File: src/rtl/vpu_pkg.sv
// Shared types and routing constants for the VPU sequencer.
// Pathway encodings follow the vpu_data_pathway select of the VPU.
package vpu_pkg;

    typedef enum logic [1:0] {
        FWD     = 2'd0,
        TRANS   = 2'd1,
        BWD     = 2'd2,
        ILLEGAL = 2'd3
    } vpu_mode_t;

    typedef enum logic [1:0] {
        S_IDLE = 2'd0,
        S_ARM  = 2'd1,
        S_RUN  = 2'd2,
        S_DONE = 2'd3
    } vpu_seq_state_t;

    localparam logic [3:0] PATH_NONE  = 4'b0000;
    localparam logic [3:0] PATH_FWD   = 4'b1100;
    localparam logic [3:0] PATH_TRANS = 4'b1111;
    localparam logic [3:0] PATH_BWD   = 4'b0001;

    function automatic logic [3:0] path_of(vpu_mode_t m);
        case (m)
            FWD:     path_of = PATH_FWD;
            TRANS:   path_of = PATH_TRANS;
            BWD:     path_of = PATH_BWD;
            default: path_of = PATH_NONE;
        endcase
    endfunction

endpackage

File: src/rtl/vpu_lane_counter.sv
// One VPU lane: row/column wrap counters on the SA input valids and a
// saturating count of VPU output valids, compared against rows*cols.
module vpu_lane_counter #(
    parameter int ROW_W = 4,
    parameter int COL_W = 4,
    parameter int TOT_W = 10
) (
    input  logic             clk,
    input  logic             rst,
    input  logic             clr,
    input  logic             en,
    input  logic             in_valid,
    input  logic             out_valid,
    input  logic [ROW_W:0]   rows,
    input  logic [COL_W:0]   cols,
    input  logic [TOT_W-1:0] total,
    output logic [ROW_W-1:0] row,
    output logic [COL_W-1:0] col,
    output logic             full_next
);

    logic [ROW_W-1:0] row_q, row_d;
    logic [COL_W-1:0] col_q, col_d;
    logic [TOT_W-1:0] cnt_q, cnt_d;

    always_comb begin
        row_d = row_q;
        col_d = col_q;
        cnt_d = cnt_q;
        if (clr) begin
            row_d = '0;
            col_d = '0;
            cnt_d = '0;
        end else if (en) begin
            if (in_valid) begin
                if ({1'b0, row_q} == rows - 1'b1) begin
                    row_d = '0;
                    col_d = ({1'b0, col_q} == cols - 1'b1) ? '0 : col_q + 1'b1;
                end else begin
                    row_d = row_q + 1'b1;
                end
            end
            if (out_valid && (cnt_q != total)) begin
                cnt_d = cnt_q + 1'b1;
            end
        end
    end

    // Completion is judged on the post-increment count so the last valid
    // of a lane counts in the same cycle it arrives.
    assign full_next = (cnt_d == total);
    assign row       = row_q;
    assign col       = col_q;

    always_ff @(posedge clk) begin
        if (rst) begin
            row_q <= '0;
            col_q <= '0;
            cnt_q <= '0;
        end else begin
            row_q <= row_d;
            col_q <= col_d;
            cnt_q <= cnt_d;
        end
    end

endmodule

File: src/rtl/vpu_sequencer.sv
// Per-command controller for the two-lane VPU: routes the pathway, walks UB
// indices per lane and counts output valids. Watchdog under VPU_SEQ_TIMEOUT_EN.
//
// state | meaning
// IDLE  | ready for a command; illegal commands pulse cmd_err here
// ARM   | pathway driven, counters cleared, rows*cols computed
// RUN   | counting input/output valids until both lanes complete
// DONE  | one-cycle done pulse, pathway held
module vpu_sequencer
    import vpu_pkg::*;
#(
    parameter int MAX_B       = 16,
    parameter int MAX_D       = 16,
    parameter int ROW_W       = $clog2(MAX_B),
    parameter int COL_W       = $clog2(MAX_D),
    parameter int TIMEOUT_CYC = 1024
) (
    input  logic             clk,
    input  logic             rst,
    input  logic             cmd_valid,
    output logic             cmd_ready,
    input  logic [1:0]       cmd_mode,
    input  logic [ROW_W:0]   cmd_rows,
    input  logic [COL_W:0]   cmd_cols,
    output logic [3:0]       vpu_data_pathway,
    input  logic             sa_valid_1,
    input  logic             sa_valid_2,
    input  logic             vpu_valid_out_1,
    input  logic             vpu_valid_out_2,
    output logic [ROW_W-1:0] ub_row_1,
    output logic [ROW_W-1:0] ub_row_2,
    output logic [COL_W-1:0] ub_col_1,
    output logic [COL_W-1:0] ub_col_2,
    output logic             busy,
    output logic             done,
    output logic             cmd_err
);

    localparam int TOT_W = ROW_W + COL_W + 2;
    localparam logic [ROW_W:0] MAX_B_V = (ROW_W + 1)'(MAX_B);
    localparam logic [COL_W:0] MAX_D_V = (COL_W + 1)'(MAX_D);

    vpu_seq_state_t   state_q, state_d;
    vpu_mode_t        mode_q, mode_d;
    logic [ROW_W:0]   rows_q, rows_d;
    logic [COL_W:0]   cols_q, cols_d;
    logic [TOT_W-1:0] total_q, total_d;
    logic             cmd_err_q, cmd_err_d;
    logic             full_1, full_2;
    logic             cmd_illegal;

`ifdef VPU_SEQ_TIMEOUT_EN
    localparam int WD_W = $clog2(TIMEOUT_CYC + 1);
    logic [WD_W-1:0] wd_q, wd_d;
`else
    logic unused_timeout;
    assign unused_timeout = (TIMEOUT_CYC == 0);
`endif

    assign cmd_illegal = (cmd_mode == 2'd3) || (cmd_rows == '0) || (cmd_rows > MAX_B_V)
                       || (cmd_cols == '0) || (cmd_cols > MAX_D_V);

    always_comb begin
        state_d   = state_q;
        mode_d    = mode_q;
        rows_d    = rows_q;
        cols_d    = cols_q;
        total_d   = total_q;
        cmd_err_d = 1'b0;
`ifdef VPU_SEQ_TIMEOUT_EN
        wd_d      = wd_q;
`endif
        case (state_q)
            S_IDLE: begin
                if (cmd_valid) begin
                    if (cmd_illegal) begin
                        cmd_err_d = 1'b1;
                    end else begin
                        mode_d  = vpu_mode_t'(cmd_mode);
                        rows_d  = cmd_rows;
                        cols_d  = cmd_cols;
                        state_d = S_ARM;
                    end
                end
            end
            S_ARM: begin
                total_d = TOT_W'(rows_q) * TOT_W'(cols_q);
                state_d = S_RUN;
`ifdef VPU_SEQ_TIMEOUT_EN
                wd_d    = '0;
`endif
            end
            S_RUN: begin
`ifdef VPU_SEQ_TIMEOUT_EN
                wd_d = (vpu_valid_out_1 || vpu_valid_out_2) ? '0 : wd_q + 1'b1;
`endif
                if (full_1 && full_2) begin
                    state_d = S_DONE;
                end
`ifdef VPU_SEQ_TIMEOUT_EN
                else if (wd_d == WD_W'(TIMEOUT_CYC)) begin
                    state_d   = S_DONE;
                    cmd_err_d = 1'b1;
                end
`endif
            end
            S_DONE:  state_d = S_IDLE;
            default: state_d = S_IDLE;
        endcase
    end

    always_ff @(posedge clk) begin
        if (rst) begin
            state_q   <= S_IDLE;
            mode_q    <= FWD;
            rows_q    <= '0;
            cols_q    <= '0;
            total_q   <= '0;
            cmd_err_q <= 1'b0;
`ifdef VPU_SEQ_TIMEOUT_EN
            wd_q      <= '0;
`endif
        end else begin
            state_q   <= state_d;
            mode_q    <= mode_d;
            rows_q    <= rows_d;
            cols_q    <= cols_d;
            total_q   <= total_d;
            cmd_err_q <= cmd_err_d;
`ifdef VPU_SEQ_TIMEOUT_EN
            wd_q      <= wd_d;
`endif
        end
    end

    assign cmd_ready        = (state_q == S_IDLE);
    assign busy             = (state_q != S_IDLE);
    assign done             = (state_q == S_DONE);
    assign cmd_err          = cmd_err_q;
    assign vpu_data_pathway = (state_q == S_IDLE) ? PATH_NONE : path_of(mode_q);

    vpu_lane_counter #(.ROW_W(ROW_W), .COL_W(COL_W), .TOT_W(TOT_W)) u_lane_1 (
        .clk       (clk),
        .rst       (rst),
        .clr       (state_q == S_ARM),
        .en        (state_q == S_RUN),
        .in_valid  (sa_valid_1),
        .out_valid (vpu_valid_out_1),
        .rows      (rows_q),
        .cols      (cols_q),
        .total     (total_q),
        .row       (ub_row_1),
        .col       (ub_col_1),
        .full_next (full_1)
    );

    vpu_lane_counter #(.ROW_W(ROW_W), .COL_W(COL_W), .TOT_W(TOT_W)) u_lane_2 (
        .clk       (clk),
        .rst       (rst),
        .clr       (state_q == S_ARM),
        .en        (state_q == S_RUN),
        .in_valid  (sa_valid_2),
        .out_valid (vpu_valid_out_2),
        .rows      (rows_q),
        .cols      (cols_q),
        .total     (total_q),
        .row       (ub_row_2),
        .col       (ub_col_2),
        .full_next (full_2)
    );

endmodule

File: config.mk
export PLATFORM = sky130hd
export DESIGN_NAME = vpu_sequencer
export DESIGN_NICKNAME = d
export VERILOG_FILES = /design/src/rtl/vpu_pkg.sv /design/src/rtl/vpu_lane_counter.sv /design/src/rtl/vpu_sequencer.sv
export SDC_FILE = /design/constraint.sdc
export NUM_CORES = 1
export LEC_CHECK = 0
export ABC_AREA = 1
export BUFFER_PORTS_ARGS = -buffer_cell sky130_fd_sc_hd__clkbuf_2
export CELL_PAD_IN_SITES_DETAIL_PLACEMENT = 1
export CELL_PAD_IN_SITES_GLOBAL_PLACEMENT = 1
export CORE_AREA = 2 2 81 160
export DETAILED_ROUTE_END_ITERATION = 10
export DIE_AREA = 0 0 83 162
export PLACE_DENSITY_LB_ADDON = 0.1
export SYNTH_ARGS = -nofsm -noshare
export SYNTH_HDL_FRONTEND = slang
export SYNTH_HIERARCHICAL = 1
export SYNTH_SLANG_ARGS = --single-unit
File: constraint.sdc
create_clock -name clk -period 6 [get_ports clk]
set_input_delay 0.6 -clock clk [delete_from_list [all_inputs] [get_ports clk]]
set_output_delay 0.6 -clock clk [all_outputs]
set_load 0.01 [all_outputs]
==> impl_metrics.ini <==
[cells_and_area]
n_fill_cell = 1728
nets = 943
layout_commonest_cell = nand2_1
final_cell_mix = 229 x nand2_1, 121 x inv_1, 105 x nor2_1, 70 x nand3_1, 61 x dfxtp_1
drive_gt1_share_pct = 14.0
area_growth_syn_to_layout_pct = 10.7
diodes = 0

[clock_tree]
cts.path.max_buffers = 2
ctsHoldBuffers = 0
cts_root_buffer = clkbuf_16
cts_sinks = 61
cts.repair.resized = 0
insertion_delay_ns = 0.34
cts_buffers = 9
postCtsSetupBuffers = 0
path_clk_slew_ns = 0.06
cts_max_level = 3
cts_tree = yes

[timing]
min_period_ns = 3.45
setup_violations = 0
min_period_over_period_pct = 57.5
worst_slew_pin_slew_ns = 0.746
fin_worst_skew_ns = 0.00912
rsz0062_at_grt = no
holdWs_ns = 0.502
slew_headroom_pct = 50.3
slew_viol_final = 0
hold_viol = 0
max_freq_mhz = 290
totalNegativeSetupSlack_ns = 0

[setup_path]
slowest_stage = dfxtp_1
r2r-end = total_q[9]
reg2reg_depth = 13
start_kind = flip-flop
crit_chain = nand2_1 > fa_1 > fa_1 > fa_1 > inv_1 > ha_1 > nand2_1 > nand3_1 > nand4_1 > a21o_1 > nand3_1 > nand2_1 > inv_1
endpoint = total_q[9]
r2r-start = rows_q[0]
worstSetupStartpoint = rows_q[0]
end_kind = flip-flop
path_depth = 13
cp_top_family = adder cells
cp_max_fo = 10
critPathMaxStageDelay_ns = 0.54
critPathBufInv = 2
critical_path_required_ns = 6.24
rrSetupSlack_ns = 2.55
worst-setup-path-type = reg -> reg
crit_arrival_ns = 3.69

[floorplan]
start_util_pct = 43.9
ios = 43
chipHeight_um = 162
std_cell_rows = 57
chipWidth_um = 83
coreArea_um2 = 12200
die-area_um2 = 13400

[route]
wl_per_cell_um = 17.1
vias = 5641
wl_met3_um = 341
vias_per_cell = 5.47
met2WireLength_um = 10600
top_layer_used = met4
post-route-drc-count = 0
antenna_left = 0
wl_met1_um = 5550
wirelength_um = 17700
dr.pass1.iters = 4
drtIter0Drc = 220

[synth]
synthAdderAreaFrac_pct = 11.8
synth_top_family_by_area = simple AND/OR/NAND/NOR gates
ys_ff_latch = 61
syn-instance-count = 840
synth_edf_count = 0
synth_nets = 904
synth.cell_area_um2 = 5350
synth_mux_area_share_pct = 0
avgSynthCellArea_um2 = 6.37
synth_simple_gate_area_share_pct = 42.5
yosysWarnings = 6
synth_xor_area_share_pct = 5.89
synth.area.top_cells = dfxtp_1 23%, nand2_1 16%, inv_1 8.5%
synth_cell_type_count = 33
netlist.area_leader.share_pct = 22.8
async_reset_ff_share_pct = 0
synth_compound_area_share_pct = 5.70
ys_seq_area_share_pct = 22.8
yosysTopAreaCell = dfxtp_1
synth_ff_type = dfxtp_1

[grt]
overflow = 0
grtUsageTotal_pct = 26.6
grt_max_degree = 42
grt_pass1_wl_um = 28500
antenna_found_initial = 0
first_global_vias = 6060

[min_path]
hold_class = reg -> reg

[outcome]
outcome = complete, no violations

[placement]
dp_hpwl_um = 14300
globalplace.congestion = 0.861
port_buffers = 42

[pwr]
power_density_nw_per_um2 = 351
power_leakage_nw = 3.16
vdd_ir_drop_max_mv = 0.411

[job]
drv_cap = 0
per-stage QoR:
step / utilization [%] / setup WS [ns] / power, mW / instance area [um2] / instances
floorplan: - / 2.86 / 1.33 / 5350 / 840
global placement: 46.5 / 2.64 / 1.55 / 5670 / 1015
detailed placement: 46.5 / 2.52 / 1.60 / 5670 / 1015
CTS: 48.6 / 2.52 / 2.08 / 5930 / 1031
global route: 48.6 / 2.34 / 2.23 / 5930 / 1031
finish: 48.6 / 2.55 / 2.08 / 5930 / 1031
final cells by class:
cell class	instances	area [um2]	share of cell area, %
clock buffers	11	233	3.93
clock inverters	5	27.5	0.465
inverters	138	518	8.74
multi-input cells	626	3520	59.5
flip-flops and latches	61	1220	20.6
well taps	147	184	3.10
repair buffers	43	218	3.67
per-layer routing:
layer / vias to the layer above / track usage [%]
met1: 2732 / 21.3
met2: 114 / 56.3
met3: 68 / 3.15
met4: 0 / 18.1
met5: - / 0
li1: 2727 / -
worst min-delay path: cells and delay by family (launching register included):
kind	cells	cell delay [ns]
AO/OA/AOI/OAI	1	0.06
flip-flops	1	0.33
AND/OR/NAND/NOR	1	0.07
kinds of logic (layout without fill, tap and decap cells):
| family | after synthesis | count (layout) |
|---|---|---|
| buf+inv | 153 | 197 |
| xor+xnor | 36 | 36 |
| compound gates | 51 | 51 |
| simple gates | 494 | 494 |
| fa+ha+maj | 45 | 45 |
| flops | 61 | 61 |
sequential cells by signal, indices dropped and copies added, names as in the netlist:
| register | count |
|---|---|
| total_q | 10 |
| u_lane_1/cnt_q | 10 |
| u_lane_2/cnt_q | 10 |
| cols_q | 5 |
| rows_q | 5 |
| u_lane_1/col | 4 |
| u_lane_1/row | 4 |
| u_lane_2/col | 4 |
| u_lane_2/row | 4 |
| mode_q | 2 |
| state_q | 2 |
| cmd_err | 1 |
power by group:
group	switching, mW	internal (mW)
Combinational	0.725	0.325
Clock	0.199	0.277
Sequential	0.0977	0.454
synth_stat cells (9+ instances only):
| cell type | count |
|---|---|
| ha_1 | 36 |
| inv_1 | 121 |
| nand2_2 | 14 |
| o21ai_0 | 17 |
| a21oi_1 | 17 |
| xor2_1 | 17 |
| xnor2_1 | 19 |
| fa_1 | 9 |
| nor2_1 | 105 |
| a21oi_2 | 10 |
| dfxtp_1 | 61 |
| nand3_1 | 70 |
| nand2_1 | 229 |
| inv_2 | 15 |
| nor3_1 | 11 |
| nand4_1 | 35 |
how the worst min path moves through the flow:
| stage | startpoint | to | slack, ns | cells after the start |
|---|---|---|---|---|
| floorplan | mode_q[1] | mode_q[1] | 0.46 | 2 |
| global placement | mode_q[1] | mode_q[1] | 0.47 | 2 |
| detailed placement | mode_q[1] | mode_q[1] | 0.50 | 2 |
| CTS | cmd_rows[4] | rows_q[4] | 0.51 | 3 |
| global route | cmd_rows[4] | rows_q[4] | 0.52 | 3 |
| finish | mode_q[1] | mode_q[1] | 0.50 | 2 |
(Power assumes the default switching activity.)
